==> src/rtl/adc_emul_burst_ctrl_if.sv <==
// Word stream from the burst controller to the DMA write engine.
// Each word packs two emulator samples; tlast marks the final word of a burst.
interface adc_emul_burst_ctrl_if #(
  parameter int WIDTH = 16
);
  logic [2*WIDTH-1:0] m_tdata;
  logic               m_tvalid;
  logic               m_tready;
  logic               m_tlast;

  modport master (output m_tdata, output m_tvalid, output m_tlast, input m_tready);
  modport slave  (input m_tdata, input m_tvalid, input m_tlast, output m_tready);
endinterface

==> src/rtl/adc_emul_burst_ctrl.sv <==
// Burst controller for the ADC emulator ramp source: captures sample pairs, packs them
// into words, buffers them in a show-ahead FIFO and streams them out with last-word marking.
module adc_emul_burst_ctrl #(
  parameter int WIDTH      = 16,
  parameter int FIFO_DEPTH = 16,
  parameter int CNT_W      = 16
) (
  input  logic                     clk,
  input  logic                     reset,
  input  logic                     start,
  input  logic                     abort,
  input  logic [CNT_W-1:0]         burst_words,
  output logic                     busy,
  output logic                     done,
  output logic                     ramp_break,
  output logic                     emul_valid,
  output logic                     emul_ready,
  input  logic [WIDTH-1:0]         emul_link,
  adc_emul_burst_ctrl_if.master    m
);

  localparam int AW = $clog2(FIFO_DEPTH);
  localparam logic [AW:0] EN_MAX = (AW+1)'(FIFO_DEPTH - 2);

  typedef enum logic [1:0] {S_IDLE, S_RUN, S_DRAIN} state_e;

  state_e             state_q;
  logic [CNT_W-1:0]   n_q;
  logic [CNT_W-1:0]   wcnt_q;
  logic [CNT_W-1:0]   wcnt_inc;
  logic               pair_q;
  logic [WIDTH-1:0]   even_q;
  logic [2*WIDTH:0]   mem_q [FIFO_DEPTH];
  logic [AW:0]        wr_q;
  logic [AW:0]        rd_q;
  logic [AW:0]        count;
  logic [AW:0]        count_d;
  logic               busy_q;
  logic               done_q;
  logic               rb_q;
  logic               emul_en;
  logic               push;
  logic               push_last;
  logic               pop;

  assign count     = wr_q - rd_q;
  // Two slots of headroom: a pair in flight can always land even if the consumer stalls.
  assign emul_en   = (state_q == S_RUN) && (count <= EN_MAX);
  assign push      = emul_en && pair_q;
  assign wcnt_inc  = wcnt_q + 1'b1;
  assign push_last = push && (wcnt_inc == n_q);
  assign pop       = m.m_tvalid && m.m_tready;
  assign count_d   = count + {{AW{1'b0}}, push} - {{AW{1'b0}}, pop};

  assign emul_valid = emul_en;
  assign emul_ready = emul_en;

  assign m.m_tvalid = (count != '0);
  assign m.m_tdata  = m.m_tvalid ? mem_q[rd_q[AW-1:0]][2*WIDTH-1:0] : '0;
  assign m.m_tlast  = m.m_tvalid & mem_q[rd_q[AW-1:0]][2*WIDTH];

  assign busy       = busy_q;
  assign done       = done_q;
  assign ramp_break = rb_q;

  always_ff @(posedge clk) begin
    if (reset) begin
      state_q <= S_IDLE;
      n_q     <= '0;
      wcnt_q  <= '0;
      pair_q  <= 1'b0;
      wr_q    <= '0;
      rd_q    <= '0;
      busy_q  <= 1'b0;
      done_q  <= 1'b0;
      rb_q    <= 1'b0;
    end else if (abort) begin
      state_q <= S_IDLE;
      wcnt_q  <= '0;
      pair_q  <= 1'b0;
      wr_q    <= '0;
      rd_q    <= '0;
      busy_q  <= 1'b0;
      done_q  <= 1'b0;
    end else begin
      done_q <= 1'b0;
      if (push) begin
        wr_q   <= wr_q + 1'b1;
        wcnt_q <= wcnt_inc;
      end
      if (pop) rd_q <= rd_q + 1'b1;
      if (emul_en) pair_q <= ~pair_q;
      case (state_q)
        S_IDLE: begin
          if (start && (burst_words != '0)) begin
            state_q <= S_RUN;
            busy_q  <= 1'b1;
            n_q     <= burst_words;
            wcnt_q  <= '0;
            pair_q  <= 1'b0;
            rb_q    <= 1'b0;
          end
        end
        S_RUN: begin
          // A back-pressure pause resets the emulator ramp, so it is flagged.
          if (push_last) state_q <= S_DRAIN;
          else if (emul_en && (count_d > EN_MAX)) rb_q <= 1'b1;
        end
        S_DRAIN: begin
          if (pop && m.m_tlast) begin
            state_q <= S_IDLE;
            busy_q  <= 1'b0;
            done_q  <= 1'b1;
          end
        end
        default: state_q <= S_IDLE;
      endcase
    end
  end

  always_ff @(posedge clk) begin
    if (emul_en && !pair_q) even_q <= emul_link;
    if (push) mem_q[wr_q[AW-1:0]] <= {push_last, emul_link, even_q};
  end

endmodule

==> src/flat_wrapper.sv <==
// flat-port wrapper written by rule: the top's interface ports become plain ports
module adc_emul_burst_ctrl_flat 
#(
  parameter int WIDTH      = 16,
  parameter int FIFO_DEPTH = 16,
  parameter int CNT_W      = 16
)
  (clk, reset, start, abort, burst_words, busy, done, ramp_break, emul_valid, emul_ready, emul_link, m_m_tdata, m_m_tvalid, m_m_tlast, m_m_tready);
  adc_emul_burst_ctrl_if #(.WIDTH(WIDTH)) m_i ();
  input  logic clk;
  input  logic reset;
  input  logic start;
  input  logic abort;
  input  logic [CNT_W-1:0] burst_words;
  output logic busy;
  output logic done;
  output logic ramp_break;
  output logic emul_valid;
  output logic emul_ready;
  input  logic [WIDTH-1:0] emul_link;
  output wire logic [$bits(m_i.m_tdata)-1:0] m_m_tdata;
  output wire logic [$bits(m_i.m_tvalid)-1:0] m_m_tvalid;
  output wire logic [$bits(m_i.m_tlast)-1:0] m_m_tlast;
  input wire logic [$bits(m_i.m_tready)-1:0] m_m_tready;
  assign m_m_tdata = m_i.m_tdata;
  assign m_m_tvalid = m_i.m_tvalid;
  assign m_m_tlast = m_i.m_tlast;
  assign m_i.m_tready = m_m_tready;
  adc_emul_burst_ctrl #(.WIDTH(WIDTH), .FIFO_DEPTH(FIFO_DEPTH), .CNT_W(CNT_W)) u_core (.clk(clk), .reset(reset), .start(start), .abort(abort), .burst_words(burst_words), .busy(busy), .done(done), .ramp_break(ramp_break), .emul_valid(emul_valid), .emul_ready(emul_ready), .emul_link(emul_link), .m(m_i));
endmodule
==> config.mk <==
export PLATFORM = sky130hd
export DESIGN_NAME = adc_emul_burst_ctrl_flat
export DESIGN_NICKNAME = d
export VERILOG_FILES = /design/src/rtl/adc_emul_burst_ctrl_if.sv /design/src/rtl/adc_emul_burst_ctrl.sv /design/src/flat_wrapper.sv
export SDC_FILE = /design/constraint.sdc
export NUM_CORES = 1
export LEC_CHECK = 0
export BUFFER_PORTS_ARGS = -buffer_cell sky130_fd_sc_hd__buf_2
export CORE_MARGIN = 3
export CORE_UTILIZATION = 35
export CTS_CLUSTER_SIZE = 8
export DETAILED_ROUTE_END_ITERATION = 8
export GPL_ROUTABILITY_DRIVEN = 0
export PLACE_DENSITY_LB_ADDON = 0.15
export SYNTH_ARGS = -nofsm -noshare
export SYNTH_HDL_FRONTEND = slang
export SYNTH_SLANG_ARGS = --single-unit
==> constraint.sdc <==
create_clock -name clk -period 5.9 [get_ports clk]
set_clock_uncertainty 0.05 [all_clocks]
set_input_delay 1.475 -clock clk [delete_from_list [all_inputs] [get_ports clk]]
set_output_delay 1.475 -clock clk [all_outputs]
set_load 0.03 [all_outputs]
# Word-level counts from Yosys, hierarchy flattened
# Memory sizes are Yosys's and may differ from the RTL's. A register that Yosys moved wholly into a read port is not among the register bits.
# Cells that the tools add are included.
# op_classes
n_addsub,6
magnitude_cmp,2
eq_ne,8
mux,23
n_bitwise,4
reduce_logical,20
# op_table
op,count
$mux 16,3
$mux 32,1
$add 16x1->16 const B,1
$eq 16x16->1,1
$reduce_bool 16->1,1
$mux 1,11
$add 5x1->5 const B,2
$reduce_and 3->1,3
$logic_and 1x1->1,8
$mux 4,2
$mux 2,3
$ne 2x1->1 const B,3
$pmux 2 s3,1
$add 5x1->5,1
$gt 5x4->1 const B,1
$le 5x4->1 const B,1
$reduce_and 5->1,1
$reduce_bool 5->1,1
$sub 5x1->5,1
$sub 5x5->5,1
$ne 2x2->1 const B,2
$pmux 1 s2,2
$reduce_bool 2->1,2
$not 1->1,3
other kinds (7),7
# totals
regBits,64
mem_bits_rw,528
inputBits,37
out_inout_bits,39
elab_cells,74
n_memories,1
# mem_list
memory,words,word_bits,rd,rd_clocked_by_memory_dff,wr,line_no,text
u_core.mem_q,16,33,1,1,1,adc_emul_burst_ctrl.sv:33,logic [2*WIDTH:0] mem_q [FIFO_DEPTH];

# Logic depth before layout (Yosys ltp)
# Gate-level depths: netlist of the first run.
# depth
word_depth,11
depth_mapped,21
mapped_depth_nobuf,21

# Worst setup path after synthesis of the first run
# OpenSTA, ideal clock, no wires.
# synth_path
path_type,register -> register
startpoint,reg u_core.wr_q[0]
endpoint,mem u_core.mem_q[0][0] (netlist bit) (enable)
setup_ps,393
arrival_time_ps,4552
required_ps,5457
setup_slack_ps,905
stages_incl_launch_ff,15
n_path_buf,1
synth_period_minus_slack_ps,4995
path_cell_list,dfxtp_1 > inv_1 > ha_1 > inv_1 > fa_1 > a21o_1 > a21oi_1 > xnor2_1 > inv_1 > ha_1 > a311oi_1 > ha_1 > clkbuf_1 > nor3b_1 > and2_1
# synth_via
elab_chain_cells,6
# synth_rtl
element,line_no,text
from (decl),adc_emul_burst_ctrl.sv:34,logic [AW:0] wr_q;
from (signal assigned),adc_emul_burst_ctrl.sv:88,wr_q <= wr_q + 1'b1;
$sub 5x5->5,adc_emul_burst_ctrl.sv:46,assign count = wr_q - rd_q;
$le 5x4->1,adc_emul_burst_ctrl.sv:48,assign emul_en = (state_q == S_RUN) && (count <= EN_MAX);
$logic_and 1x1->1,adc_emul_burst_ctrl.sv:48,
named net emul_ready,flat_wrapper.sv:19,output logic emul_ready;
$logic_and 1x1->1,adc_emul_burst_ctrl.sv:49,assign push = emul_en && pair_q;
$mux 1,adc_emul_burst_ctrl.sv:123,"if (push) mem_q[wr_q[AW-1:0]] <= {push_last, emul_link, even_q};"
$mux 1 (not written as such),adc_emul_burst_ctrl.sv:123,
to (decl),adc_emul_burst_ctrl.sv:33,
# The timed path passes the listed nets, and every way through them passes these cells.

# Worst setup path in the final report of the first run
# layout_path
startpoint,reg u_core.wr_q[0]
endpoint,out emul_ready
# layout_via
elab_chain_cells,3
# layout_rtl
element,line_no
$sub 5x5->5,adc_emul_burst_ctrl.sv:46
$le 5x4->1,adc_emul_burst_ctrl.sv:48
$logic_and 1x1->1,adc_emul_burst_ctrl.sv:48
to (decl),flat_wrapper.sv:19
# Every way passes these cells.

==> results of run 1 <==
power groups by stage:
stage	Clock, mW	Sequential (mW)	Combinational (mW)
floorplan	0	4.71	0.0526
global placement	0	4.71	0.111
detailed placement	0	4.72	0.113
CTS	4.47	4.63	0.113
global route	4.65	4.63	0.123
finish	4.34	4.64	0.110
synth_stat cells, types with 8 or more instances:
cell and count:
clkbuf_1 37, xor2_1 18, and2_1 17, xnor2_1 27
ha_1 21, a21oi_1 10, o21ai_0 9, mux4_2 165
nand4_1 9, buf_2 13, nand3_1 8, nor2_1 50
nand2_1 14, mux2i_1 19, edfxtp_1 544, nor2b_1 33
inv_1 19, dfxtp_1 52
worst min path at each step:
stage                                  from           endpoint  slack [ps]  depth (start not counted)
after floorplan           u_core.wcnt_q[15]  u_core.wcnt_q[15]         420                          2
after global placement       u_core.rd_q[3]           register         430                          2
after detailed placement  u_core.wcnt_q[15]  u_core.wcnt_q[15]         440                          2
after CTS                 u_core.wcnt_q[15]  u_core.wcnt_q[15]         450                          2
after global routing            u_core.busy        u_core.busy         480                          2
final                     u_core.wcnt_q[15]  u_core.wcnt_q[15]         440                          2
critical path, cell delays in order (launching register included):
cell and delay, ps:
dfxtp_1 360, inv_1 130, ha_1 150, inv_1 50
fa_1 400, a21o_1 170, a21oi_1 190, xnor2_1 320
inv_1 100, ha_1 220, a311oi_1 540, buf_2 320
layout make-up:
| type | instances | area, um2 | share of cell area |
|---|---|---|---|
| clock buffer | 104 | 2230 | 0.0812 |
| clock inverter | 8 | 116 | 0.00424 |
| inverter | 19 | 71.3 | 0.00260 |
| multi-input combinational | 467 | 5870 | 0.214 |
| sequential | 596 | 17400 | 0.633 |
| tap | 864 | 1080 | 0.0394 |
| timing repair buffer | 107 | 716 | 0.0261 |
registers in the layout, indices dropped and copies added, names as in the netlist, named ones only:
name	flops
u_core.state_q	2
u_core.wcnt_q	16
u_core.done	1
u_core.wr_q	5
u_core.pair_q	1
u_core.busy	1
u_core.n_q	16
u_core.even_q	16
u_core.ramp_break	1
u_core.rd_q	5
u_core.mem_q	528
cells by family (layout without fill, tap and decap cells):
| group | count (synthesis) | in the layout |
|---|---|---|
| buffers and inverters | 75 | 238 |
| adder cells (fa/ha/maj) | 23 | 23 |
| AND/OR/NAND/NOR | 175 | 175 |
| XOR/XNOR | 45 | 45 |
| AO/OA/AOI/OAI | 40 | 40 |
| flip-flops | 596 | 596 |
| multiplexers | 184 | 184 |
metal layers:
metal,share of wire,vias up,wire (um),global-route usage
li1,-,4897,-,-
met1,0.44,5918,24000,0.215
met2,0.50,219,27000,0.261
met3,0.042,74,2250,0.0325
met4,0.018,0,996,0.0395
met5,0,-,0,0
==> results.py, run 1 <==
metrics = {
    "outcome": {
        "status": "completed",
    },
    "floorplanning": {
        "core_um2": 66200,
        "dieArea_um2": 70400,
        "die_x_um": 265,
        "fp.dieH_um": 265,
        "rows": 94,
        "start_util": 0.356,
        "ios": 76,
    },
    "synthesis": {
        "synth_largest_area_cell": "edfxtp_1",
        "syn_inst": 1138,
        "asyncSetResetFlopFracSynth": 0,
        "synth.area.top_cells": "edfxtp_1 (69%), mux4_2 (16%), dfxtp_1 (4.4%)",
        "synth-compound-area-share": 0.0111,
        "synth.mux.area_fraction": 0.166,
        "synthesis.nets": 1198,
        "synth_xor_area_frac": 0.0167,
        "yosysWarnings": 0,
        "postSynthAreaPerCell_um2": 20.7,
        "yosysSeqAreaShare": 0.738,
        "synth_cell_type_count": 55,
        "yosysTopAreaCellShare": 0.694,
        "synth_top_family_by_area": "multiplexers",
        "synth_seq_cells": 596,
        "synth_area_um2": 23500,
        "synth_fa_ha_area_frac": 0.0129,
        "ys.flop_type": "edfxtp_1",
        "synth-edff-count": 544,
        "synth-simple-area-share": 0.0415,
    },
    "sta": {
        "slew_viol_final": 0,
        "maxSlewHeadroom": 0.284,
        "layout_setup_ws_ps": 800,
        "layout_min_cycle_time_ps": 5100,
        "finalSetupViolations": 0,
        "tns_ps": 0,
        "min_period_over_period": 0.864,
        "final_hold_viol_count": 0,
        "worst_slew_pin_slew_ps": 1070,
        "fmax_mhz": 196,
        "rsz0062_at_grt": "false",
        "fin_worst_hold_slack_ps": 444,
    },
    "worst_setup_path": {
        "crit_arrival_ps": 3570,
        "rr_startpoint": "u_core.wr_q[0]",
        "path_max_fanout": 7,
        "worstSetupEndpointType": "output port",
        "reg2reg_depth": 16,
        "setup.worst_path.start": "u_core.wr_q[0]",
        "crit_type": "reg -> out",
        "critPathLaunchType": "register",
        "cp.required_ps": 4380,
        "reg2reg_slack_ps": 990,
        "r2r-end": "u_core.ramp_break",
        "endpoint": "emul_ready",
    },
    "route": {
        "drc": 0,
        "vias": 11108,
        "finalWirelength_um": 54200,
        "drt_iter0_drc": 884,
        "vias_per_cell": 5.13,
        "wl_per_cell_um": 25.0,
        "ant_nets": 0,
        "dr.pass1.iters": 4,
    },
    "cells_and_area": {
        "area_growth_pct": 16.7,
        "final_nets": 1336,
        "stdcell_count": 2165,
        "utilization": 0.415,
        "antenna_cells": 0,
        "final_cell_mix": "edfxtp_1 (544), mux4_2 (165), clkbuf_16 (86)",
        "drive_gt1_frac": 0.305,
        "final_common_cell": "edfxtp_1",
        "stdcell_area_um2": 27500,
        "fillerInstances": 5788,
    },
    "clock_tree": {
        "cts_inserted_buffers": 85,
        "ctsResizeCount": 0,
        "cts_hold_buf": 0,
        "clk_pin_slew_ps": 50,
        "cts_tree": "done",
        "cts_sinks": 596,
        "cts_buffer_depth": 3,
        "post_cts_buffers": 0,
        "cts_max_level": 3,
        "clk_latency_ps": 610,
        "root_buffer": "clkbuf_16",
    },
    "power_and_ir_drop": {
        "internal_power_mw": 7.27,
        "netSwitchingPower_mw": 1.81,
        "p_per_area_nw_per_um2": 331,
        "total_power_mw": 9.08,
        "sw_frac_of_total": 0.199,
        "seqPwrFrac": 0.510,
        "clkPwrFrac": 0.478,
        "peakVddDrop_uv": 181,
        "power_frac_comb": 0.012,
        "p_leak_nw": 8.68,
    },
    "placement": {
        "place_inst": 2053,
        "dpl_cell_area_um2": 25100,
        "hpwl_um": 31700,
        "port_buffers": 75,
        "dp_slack_ps": 883,
    },
    "job": {
        "drv_cap": 0,
    },
    "global_routing": {
        "grt_pass1_wl_um": 81600,
        "grt_max_degree": 52,
        "grt_overflow": 0,
        "track_usage": 0.158,
        "antenna_found_initial": 0,
        "first_global_vias": 12154,
    },
    "worst_hold_path": {
        "hp-class": "reg -> reg",
    },
}
(Power assumes the default switching activity.)
==> run 2: changes to the inputs <==
CTS_BUF_LIST = sky130_fd_sc_hd__clkbuf_4   (was unset)
==> results.py, run 2 (synthesis results as in run 1) <==
metrics = {
    "cells_and_area": {
        "utilization": 0.412,
        "final_nets": 1413,
        "stdcell_area_um2": 27300,
        "drive_gt1_frac": 0.382,
        "final_cell_mix": "edfxtp_1 (544), clkbuf_4 (239), mux4_2 (165)",
        "stdcell_count": 2342,
        "largest_reg_flops": 528,
        "area_growth_pct": 15.9,
        "final_common_cell": "edfxtp_1",
    },
    "sta": {
        "fmax_mhz": 185,
        "finalSetupViolations": 0,
        "final_hold_viol_count": 0,
        "layout_min_cycle_time_ps": 5420,
        "slew_viol_final": 0,
        "min_period_over_period": 0.918,
        "maxSlewHeadroom": 0.285,
        "rsz0062_at_grt": "false",
        "layout_setup_ws_ps": 485,
        "tns_ps": 0,
        "worst_slew_pin_slew_ps": 1070,
        "fin_worst_hold_slack_ps": 445,
    },
    "route": {
        "drt_iter0_drc": 851,
        "vias": 11768,
        "wl_per_cell_um": 23.3,
        "drc": 0,
        "ant_nets": 0,
        "finalWirelength_um": 54700,
        "dr.pass1.iters": 5,
        "vias_per_cell": 5.02,
    },
    "global_routing": {
        "first_global_vias": 12984,
        "grt_max_degree": 52,
        "grt_pass1_wl_um": 82500,
        "grt_overflow": 0,
        "track_usage": 0.161,
        "antenna_found_initial": 2,
    },
    "worst_setup_path": {
        "path_max_fanout": 7,
        "cp.required_ps": 4380,
        "crit_arrival_ps": 3890,
        "worstSetupEndpointType": "output port",
        "critPathLaunchType": "register",
        "crit_type": "reg -> out",
        "reg2reg_slack_ps": 1030,
    },
    "power_and_ir_drop": {
        "power_frac_comb": 0.013,
        "p_per_area_nw_per_um2": 312,
        "netSwitchingPower_mw": 1.80,
        "peakVddDrop_uv": 170,
        "sw_frac_of_total": 0.212,
        "seqPwrFrac": 0.543,
        "p_leak_nw": 8.81,
        "total_power_mw": 8.51,
        "clkPwrFrac": 0.444,
        "internal_power_mw": 6.71,
    },
    "placement": {
        "hpwl_um": 31700,
        "place_inst": 2053,
        "port_buffers": 75,
        "dp_slack_ps": 883,
        "dpl_cell_area_um2": 25100,
    },
    "floorplanning": {
        "dieArea_um2": 70400,
        "fp.dieH_um": 265,
        "start_util": 0.356,
        "die_x_um": 265,
        "core_um2": 66200,
        "ios": 76,
        "rows": 94,
    },
    "clock_tree": {
        "cts_tree": "done",
        "root_buffer": "clkbuf_4",
        "cts_inserted_buffers": 162,
        "ctsResizeCount": 0,
        "clk_pin_slew_ps": 60,
        "cts_max_level": 4,
        "cts_hold_buf": 0,
        "cts_buffer_depth": 3,
        "post_cts_buffers": 0,
        "clk_latency_ps": 970,
        "cts_sinks": 596,
    },
    "worst_hold_path": {
        "hp-class": "reg -> reg",
    },
    "job": {
        "drv_cap": 0,
    },
    "outcome": {
        "status": "completed",
    },
}
## run 2: area by class of cell
type	count	area [um2]
repair buffers	107	716
flip-flops and latches	596	17400
inverters	19	71.3
fillers	5929	38900
clock inverters	44	344
multi-input cells	467	5870
clock buffers	239	1790
well taps	864	1080
diodes	6	15.0
## run 2: power by group through the flow
stage,Sequential [mW],Clock (mW),Combinational [mW]
after floorplan,4.71,0,0.0526
after detailed placement,4.72,0,0.113
after CTS,4.62,3.93,0.113
after global placement,4.71,0,0.111
final,4.62,3.78,0.110
after global routing,4.62,4.17,0.123
## run 2: worst paths after layout
| check | from | to | cells after the start |
|---|---|---|---|
| worst max register to register | u_core.wr_q[0] | u_core.ramp_break | 16 |
| worst min register to register | u_core.wcnt_q[15] | u_core.wcnt_q[15] | 2 |
| worst min-delay path | u_core.wcnt_q[15] | u_core.wcnt_q[15] | 2 |
| worst max-delay path | u_core.wr_q[0] | emul_valid | 11 |
## run 2: routing by layer
layer | up-vias | wire [um] | track usage
met5 | - | 0 | 0
met3 | 89 | 2570 | 0.0422
met2 | 304 | 27200 | 0.261
met1 | 6190 | 23900 | 0.209
met4 | 0 | 1030 | 0.0601
li1 | 5185 | - | -
## run 2: worst max-delay path, cell delays in order (launching register included)
cell and delay (ps):
dfxtp_1 370, inv_1 130, ha_1 150, inv_1 50, fa_1 400, a21o_1 170
a21oi_1 190, xnor2_1 320, inv_1 100, ha_1 220, a311oi_1 530, buf_2 320
